$ cat src/rtl/dmem_responder.sv
// Single-port word memory behind a valid/ready request/response handshake with fixed wait latency.
// Optional per-byte write enables via `define DMEM_RESPONDER_BYTE_EN_EN.
module dmem_responder #(
    parameter int DEPTH_WORDS = 64,
    parameter int LATENCY     = 2
) (
    input  logic        clk,
    input  logic        reset,
    input  logic        req_valid,
    output logic        req_ready,
    input  logic        req_we,
    input  logic [31:0] req_addr,
    input  logic [31:0] req_wdata,
`ifdef DMEM_RESPONDER_BYTE_EN_EN
    input  logic [3:0]  req_be,
`endif
    output logic        rsp_valid,
    input  logic        rsp_ready,
    output logic [31:0] rsp_rdata,
    output logic        rsp_err
);

    localparam int AW = (DEPTH_WORDS > 1) ? $clog2(DEPTH_WORDS) : 1;
    localparam logic [3:0] LAT = 4'(LATENCY);

    typedef enum logic [1:0] {IDLE, WAIT, RESP} state_t;

    state_t state;
    state_t next_state;

    logic [3:0]  cnt;
    logic        lat_we;
    logic [31:0] lat_addr;
    logic [31:0] lat_wdata;
    logic [3:0]  lat_be;

    logic [31:0] mem [DEPTH_WORDS];

    logic        accept;
    logic        enter_resp;
    logic        op_we;
    logic [31:0] op_addr;
    logic [31:0] op_wdata;
    logic [3:0]  op_be;
    logic        op_err;
    logic [AW-1:0] op_idx;

    // With LATENCY=0 the commit happens on the accept edge, so the live inputs
    // stand in for the latched copy while still in IDLE.
    always_comb begin
        if (state == IDLE) begin
            op_we    = req_we;
            op_addr  = req_addr;
            op_wdata = req_wdata;
`ifdef DMEM_RESPONDER_BYTE_EN_EN
            op_be    = req_be;
`else
            op_be    = 4'hF;
`endif
        end else begin
            op_we    = lat_we;
            op_addr  = lat_addr;
            op_wdata = lat_wdata;
            op_be    = lat_be;
        end
        op_err = (op_addr[1:0] != 2'b00) || ({2'b00, op_addr[31:2]} >= 32'(DEPTH_WORDS));
        op_idx = op_addr[AW+1:2];
    end

    assign accept = (state == IDLE) && req_valid;

    always_ff @(posedge clk) begin
        if (reset) begin
            state <= IDLE;
        end else begin
            state <= next_state;
        end
    end

    always_comb begin
        next_state = state;
        case (state)
            IDLE: begin
                if (req_valid) begin
                    next_state = (LAT == 4'd0) ? RESP : WAIT;
                end
            end
            WAIT: begin
                if (cnt <= 4'd1) begin
                    next_state = RESP;
                end
            end
            RESP: begin
                if (rsp_ready) begin
                    next_state = IDLE;
                end
            end
            default: next_state = IDLE;
        endcase
    end

    always_comb begin
        req_ready = (state == IDLE);
        rsp_valid = (state == RESP);
    end

    assign enter_resp = !reset && (state != RESP) && (next_state == RESP);

    always_ff @(posedge clk) begin
        if (reset) begin
            cnt       <= '0;
            lat_we    <= 1'b0;
            lat_addr  <= '0;
            lat_wdata <= '0;
            lat_be    <= '0;
            rsp_rdata <= '0;
            rsp_err   <= 1'b0;
        end else begin
            if (accept) begin
                lat_we    <= op_we;
                lat_addr  <= op_addr;
                lat_wdata <= op_wdata;
                lat_be    <= op_be;
                cnt       <= LAT;
            end else if (state == WAIT) begin
                cnt <= cnt - 4'd1;
            end
            if (enter_resp) begin
                rsp_err   <= op_err;
                rsp_rdata <= (op_we || op_err) ? '0 : mem[op_idx];
            end
        end
    end

    // Memory has no reset; contents survive reset and errored writes are dropped.
    always_ff @(posedge clk) begin
        if (enter_resp && op_we && !op_err) begin
            for (int unsigned b = 0; b < 4; b++) begin
                if (op_be[b]) begin
                    mem[op_idx][8*b +: 8] <= op_wdata[8*b +: 8];
                end
            end
        end
    end

endmodule

$ cat config.mk
export PLATFORM = sky130hd
export DESIGN_NAME = dmem_responder
export DESIGN_NICKNAME = d
export VERILOG_FILES = /design/src/rtl/dmem_responder.sv
export SDC_FILE = /design/constraint.sdc
export NUM_CORES = 2
export LEC_CHECK = 0
export CAP_MARGIN = 20
export CORE_ASPECT_RATIO = 0.6
export CORE_MARGIN = 2
export CORE_UTILIZATION = 38
export DETAILED_ROUTE_END_ITERATION = 8
export SYNTH_ARGS = -nofsm -noshare
export SYNTH_HDL_FRONTEND = slang
export SYNTH_SLANG_ARGS = --single-unit
$ cat constraint.sdc
create_clock -name clk -period 4.18 [get_ports clk]
set_clock_uncertainty 0.1 [all_clocks]
set_input_delay 1.254 -clock clk [delete_from_list [all_inputs] [get_ports clk]]
set_output_delay 1.254 -clock clk [all_outputs]
set_load 0.1 [all_outputs]
### Yosys cells after proc, flatten, opt, wreduce, memory -nomap -nowiden

Memory sizes are Yosys's and may differ from the RTL's.
Cells that the tools add are included.

| word-level totals | value |
|---|---|
| bits in registers | 108 |
| RAM bits | 2,048 |
| input port bits | 69 |
| output and inout bits | 35 |
| logic and storage cells | 53 |
| memories kept | 1 |

Memory list:

| memory | depth | bits a word | read ports | clocked after memory_dff | write ports | line | text |
|---|---|---|---|---|---|---|---|
| mem | 64 | 32 | 1 | 0 | 1 | 37 | `logic [31:0] mem [DEPTH_WORDS];` |

| operators by class | value |
|---|---|
| add/subtract/negate cells | 1 |
| $lt $le $gt $ge | 2 |
| eq/ne operators | 4 |
| multiplexer cells | 23 |
| reductions and logical operators | 13 |

Operators with widths:

| operator | count |
|---|---|
| $mux 32 | 3 |
| $ge 30x7->1 const B | 1 |
| $mux 1 | 13 |
| $mux 2 | 5 |
| $pmux 2 s3 | 1 |
| $logic_and 1x1->1 | 5 |
| $eq 2x2->1 const B | 2 |
| $le 4x1->1 const B | 1 |
| $mux 4 | 1 |
| $reduce_bool 2->1 | 2 |
| $sub 4x1->4 const B | 1 |
| $eq 2x1->1 const B | 1 |
| $logic_not 1->1 | 2 |
| $logic_not 2->1 | 1 |
| $logic_or 1x1->1 | 2 |
| $ne 2x2->1 const B | 1 |
| $reduce_or 2->1 | 1 |

### Depth between registers and ports, before layout

| depth | value |
|---|---|
| depth after elaboration | 9 |
| mapped depth | 14 |
| mapped depth without buffers | 10 |

### Worst setup path after synthesis

No wires, ideal clock.

| path | value |
|---|---|
| path type | input to register |
| start | input port req_addr[2] |
| end | memory mem[3][10] (enable) |
| library setup time | 0.383 ns |
| arrival | 3.391 ns |
| data required time | 3.697 ns |
| slack | 0.306 ns |
| stages | 8 |
| buffers on the path | 5 |
| cell sequence | clkbuf_1 and2_1 a22oi_1 buf_2 buf_2 buf_1 buf_1 nor3_1 |

| between the ends | value |
|---|---|
| word-level cells in the longest chain between the ends | 7 |

Ends and longest elaborated chain:

| item | line | text |
|---|---|---|
| start: declaration | 12 | `input logic [31:0] req_addr,` |
| $mux 32 * | 51 | `if (state == IDLE) begin` |
| $ge 30x7->1 | 66 | `op_err = (op_addr[1:0] != 2'b00) \|\| ({2'b00, op_addr[31:2]} >= 32'(DEPTH_WORDS));` |
| $logic_or 1x1->1 | 66 |  |
| $logic_not 1->1 | 137 | `if (enter_resp && op_we && !op_err) begin` |
| $logic_and 1x1->1 | 137 |  |
| $mux 1 | 137 |  |
| $mux 1 (implied by the code) | 140 | `mem[op_idx][8*b +: 8] <= op_wdata[8*b +: 8];` |
| end: declaration | 37 |  |

Mark *: on every way between the ends. The rest lies on a longest branch, timed or not.

### Worst setup path in the final report

| path | value |
|---|---|
| start | input port req_addr[2] |
| end | register rsp_rdata[6] |

| between the ends | value |
|---|---|
| word-level cells in the longest chain between the ends | 5 |

Ends and longest elaborated chain:

| item | line | text |
|---|---|---|
| $mux 32 * | 51 |  |
| $ge 30x7->1 | 66 |  |
| $logic_or 1x1->1 | 66 |  |
| $logic_or 1x1->1 | 130 | `rsp_rdata <= (op_we \|\| op_err) ? '0 : mem[op_idx];` |
| $mux 32 * | 130 |  |
| end signal: assignment | 130 |  |
| end: declaration | 19 | `output logic [31:0] rsp_rdata,` |

Marked as above.
A chain may end at the register's enable or synchronous reset.

==> impl_metrics.yaml <==
run_status:
  outcome: "finished clean"
synthesis:
  synth.ff_latch_count: 2156
  mean_area_per_synthesized_cell_um2: 14.8
  synth.net_count: 5630
  netlist_area_um2: 82200
  async_flop_share_pct: 0
  postSynthCellCount: 5559
  ys.flop_type: "sky130_fd_sc_hd__edfxtp_1"
  share_of_the_yosys_chip_area_belonging_to_registers_pct: 77.4
  yosys_warnings: 0
  synth.lib_cells_used.distinct: 66
  number_of_enable_type_register_cells_in_the_synthesized_netlist: 2048
timing:
  hold_viol: 0
  worstMarginPinSlew_ps: 1090
  final.setup.worst_slack_ps: 116
  setup-tns-final_ps: 0
  setup_repair_after_global_routing_missed_its_margin: "no"
  report.final.slew_viol_count: 0
  setup_viol_count_final: 0
  timing.final.crit_period_ps: 4060
  final_min_period_over_clock_period_pct: 97.2
  fmax_ghz: 0.246
  fin_hold_ws_ps: 353
  max-slew-margin-rel_pct: 27.7
run:
  timing.max_cap.violations: 0
pwr:
  power.leakage_uw: 0.0335
  p_int_uw: 36100
  p_comb_share_pct: 15.1
  p_clk_share_pct: 35.0
  net-switching-power_uw: 13100
  power_per_cell_area_nw_per_um2: 489
  switching_share_pct: 26.6
  max_rail_drop_vdd_mv: 0.353
  power_frac_seq_pct: 49.9
critical_path:
  setup.worst_path.end_class: "flop"
  startpoint_type: "primary input"
  cp_max_fo: 18
  reg2reg_depth: 10
  worst-endpoint-required_ps: 4860
  cp_data_arrival_time_ps: 4750
  crit_type: "in2reg"
place:
  place_inst: 9154
  routabilityCongestion: 0.922
  detailedPlace.worstSlack_ps: -959
  placement.io_buffers: 103
  hpwlAfterDp_um: 184000
hold_path:
  worst_hold_path_type: "reg2reg"
  hold-path-cell-count: 2
clock_network:
  tritoncts.num_buffers: 194
  cts.sink_count: 2156
  cts.clk_slew.worst_paths_ps: 60
  root_buffer: "sky130_fd_sc_hd__clkbuf_16"
  cts_tree: "done"
  htree_levels: 4
  post_cts_buffers: 0
  clkLatencyLatePin_ps: 860
  cts-root-to-sink-buffers: 4
grt:
  vias_in_the_first_global_route: 52500
  grt_start_max_net_pins: 78
  grt.met1_usage_pct: 36.9
  use_met3_pct: 7.14
  busiest_layer: "met1"
  gr-usage-met2_pct: 34.7
  global_route_wire_length_before_repair_um: 389000
  grt_overflow: 0
  grt_antenna_before_repair: 4
  grt_util_all_layers_pct: 24.4
routing:
  route.detailed.drc: 0
  antenna_nets_post_route: 0
  routed_via_density: 5.84
  drt_first_pass_iters: 6
  detailedRoute.firstIterationViolations: 9204
  detailed_route_via_count: 55500
  wire_per_inst_um: 28.8
  wirelength_um: 274000
die:
  fp.dieArea_um2: 220000
  floorplan.core_area_um2: 215000
  chipWidth_um: 605
  effective_utilization_at_floorplan_pct: 38.2
  placement_rows: 132
  die-height_um: 364
  floorplan.io_pins: 104
final_layout:
  post_layout_nonfiller_instances: 9499
  mostFrequentLayoutCell: "sky130_fd_sc_hd__edfxtp_1"
  drive_above_1_share_pct: 23.5
  finish.net_count: 6541
  final_util_pct: 46.6
  area_growth_pct: 22.1
  final_cell_mix: "sky130_fd_sc_hd__edfxtp_1, sky130_fd_sc_hd__buf_4, sky130_fd_sc_hd__nand2_1"
  antennaDiodeCount: 0
## synthesized netlist by cell type, types with 6 or more instances
cell type	count	area (um^2)
sky130_fd_sc_hd__mux2i_1	32	320
sky130_fd_sc_hd__nor4_1	124	776
sky130_fd_sc_hd__a32o_1	12	120
sky130_fd_sc_hd__o22a_1	10	87.6
sky130_fd_sc_hd__o221ai_1	17	149
sky130_fd_sc_hd__dfxtp_1	108	2160
sky130_fd_sc_hd__o21ai_1	6	30.0
sky130_fd_sc_hd__or3_1	9	56.3
sky130_fd_sc_hd__buf_1	98	368
sky130_fd_sc_hd__or4_1	10	75.1
sky130_fd_sc_hd__nor3_1	98	490
sky130_fd_sc_hd__a311oi_1	6	52.6
sky130_fd_sc_hd__a22oi_1	13	97.6
sky130_fd_sc_hd__nor2_1	262	983
sky130_fd_sc_hd__a31oi_1	168	1050
sky130_fd_sc_hd__a211oi_1	6	45.0
sky130_fd_sc_hd__nand4_1	9	56.3
sky130_fd_sc_hd__o31ai_1	11	82.6
sky130_fd_sc_hd__and2_1	10	62.6
sky130_fd_sc_hd__buf_2	124	621
sky130_fd_sc_hd__a221oi_1	6	52.6
sky130_fd_sc_hd__buf_4	9	67.6
sky130_fd_sc_hd__buf_6	17	191
sky130_fd_sc_hd__a21boi_0	17	128
sky130_fd_sc_hd__nor2b_1	7	43.8
sky130_fd_sc_hd__a22o_1	18	158
sky130_fd_sc_hd__a2111oi_0	6	52.6
sky130_fd_sc_hd__clkbuf_1	152	571
sky130_fd_sc_hd__a21oi_1	309	1550
sky130_fd_sc_hd__o21ai_0	22	110
sky130_fd_sc_hd__o22ai_1	554	3470
sky130_fd_sc_hd__nand3_1	155	776
sky130_fd_sc_hd__a32oi_1	6	52.6
sky130_fd_sc_hd__nor3_2	167	1670
sky130_fd_sc_hd__and3_1	25	156
sky130_fd_sc_hd__nand2b_1	6	37.5
sky130_fd_sc_hd__o41ai_1	7	61.3
sky130_fd_sc_hd__nand2_1	803	3010
sky130_fd_sc_hd__edfxtp_1	2048	61500
sky130_fd_sc_hd__mux2_2	39	439
## metrics by stage
step           total power [uW]  instance area [um^2]
6_report                  49100                100000
5_1_grt                   50400                100000
4_1_cts                   49100                100000
3_5_place_dp              32200                 94500
3_3_place_gp              32200                 94500
2_1_floorplan             28100                 82200
## state kept, by name (all words and copies together) (netlist names)
register	count
lat_addr	32
mem	2048
lat_be	4
lat_we	1
state	2
lat_wdata	32
rsp_rdata	32
rsp_err	1
cnt	4
## power by group through the flow
stage	logic [uW]	registers, uW	clock network [uW]
2_1_floorplan	3140	25000	0
3_3_place_gp	7160	25000	0
3_5_place_dp	7240	25000	0
4_1_cts	7270	24500	17300
5_1_grt	7730	24500	18200
6_report	7440	24500	17200
## worst max-delay path, stage by stage
cell and delay [ps]:
sky130_fd_sc_hd__clkdlybuf4s50_1 620, sky130_fd_sc_hd__nor2b_1 330, sky130_fd_sc_hd__a22oi_2 300, sky130_fd_sc_hd__buf_12 220, sky130_fd_sc_hd__buf_4 350, sky130_fd_sc_hd__o22ai_1 160, sky130_fd_sc_hd__nor4_1 590, sky130_fd_sc_hd__buf_4 210
sky130_fd_sc_hd__o21ai_0 90, sky130_fd_sc_hd__nor4_1 300, sky130_fd_sc_hd__buf_4 180, sky130_fd_sc_hd__a22o_1 100
## routing by layer
layer / vias to the layer above / wire (um) / share of wire (%)
met3: 318 / 37800 / 14
met4: 0 / 5290 / 1.9
li1: 23500 / - / -
met1: 28000 / 116000 / 42
met5: - / 0 / 0
met2: 3611 / 115000 / 42
## path summary, 6_finish.rpt
check	from	endpoint	slack, ps
max	req_addr[2]	rsp_rdata[6]$_SDFFE_PP0P_	120
min	lat_addr[11]$_SDFFE_PP0P_	lat_addr[11]$_SDFFE_PP0P_	350
max reg2reg	state[0]$_SDFF_PP0_	rsp_rdata[21]$_SDFFE_PP0P_	140
min reg2reg	lat_addr[11]$_SDFFE_PP0P_	lat_addr[11]$_SDFFE_PP0P_	350
## area by class of cell
type	count	area [um^2]
fillers	18800	115000
flip-flops and latches	2156	63700
multi-input cells	2997	17000
repair buffers	1116	10300
clock buffers	274	5380
well taps	2881	3600
clock inverters	70	464
inverters	5	18.8
## what timing repair did
action | in CTS | in global routing
hold buffers | 0 | 0
gates resized for setup | 1 | 2
endpoints found under the hold margin | 0 | 0
setup endpoints to repair | 1 | 2
## logic make-up (layout without fill, tap and decap cells)
group / count (synthesis) / after routing / share of synthesized area (%)
AOI/OAI and AO/OA: 1222 / 1222 / 9.25
DFF: 2156 / 2156 / 77.4
adders and majority gates: 2 / 2 / 0.0304
buffers and inverters: 406 / 1465 / 2.24
muxes: 71 / 71 / 0.924
and+or+nand+nor: 1702 / 1702 / 10.1
Note: power is estimated with default switching activity, not from simulation.
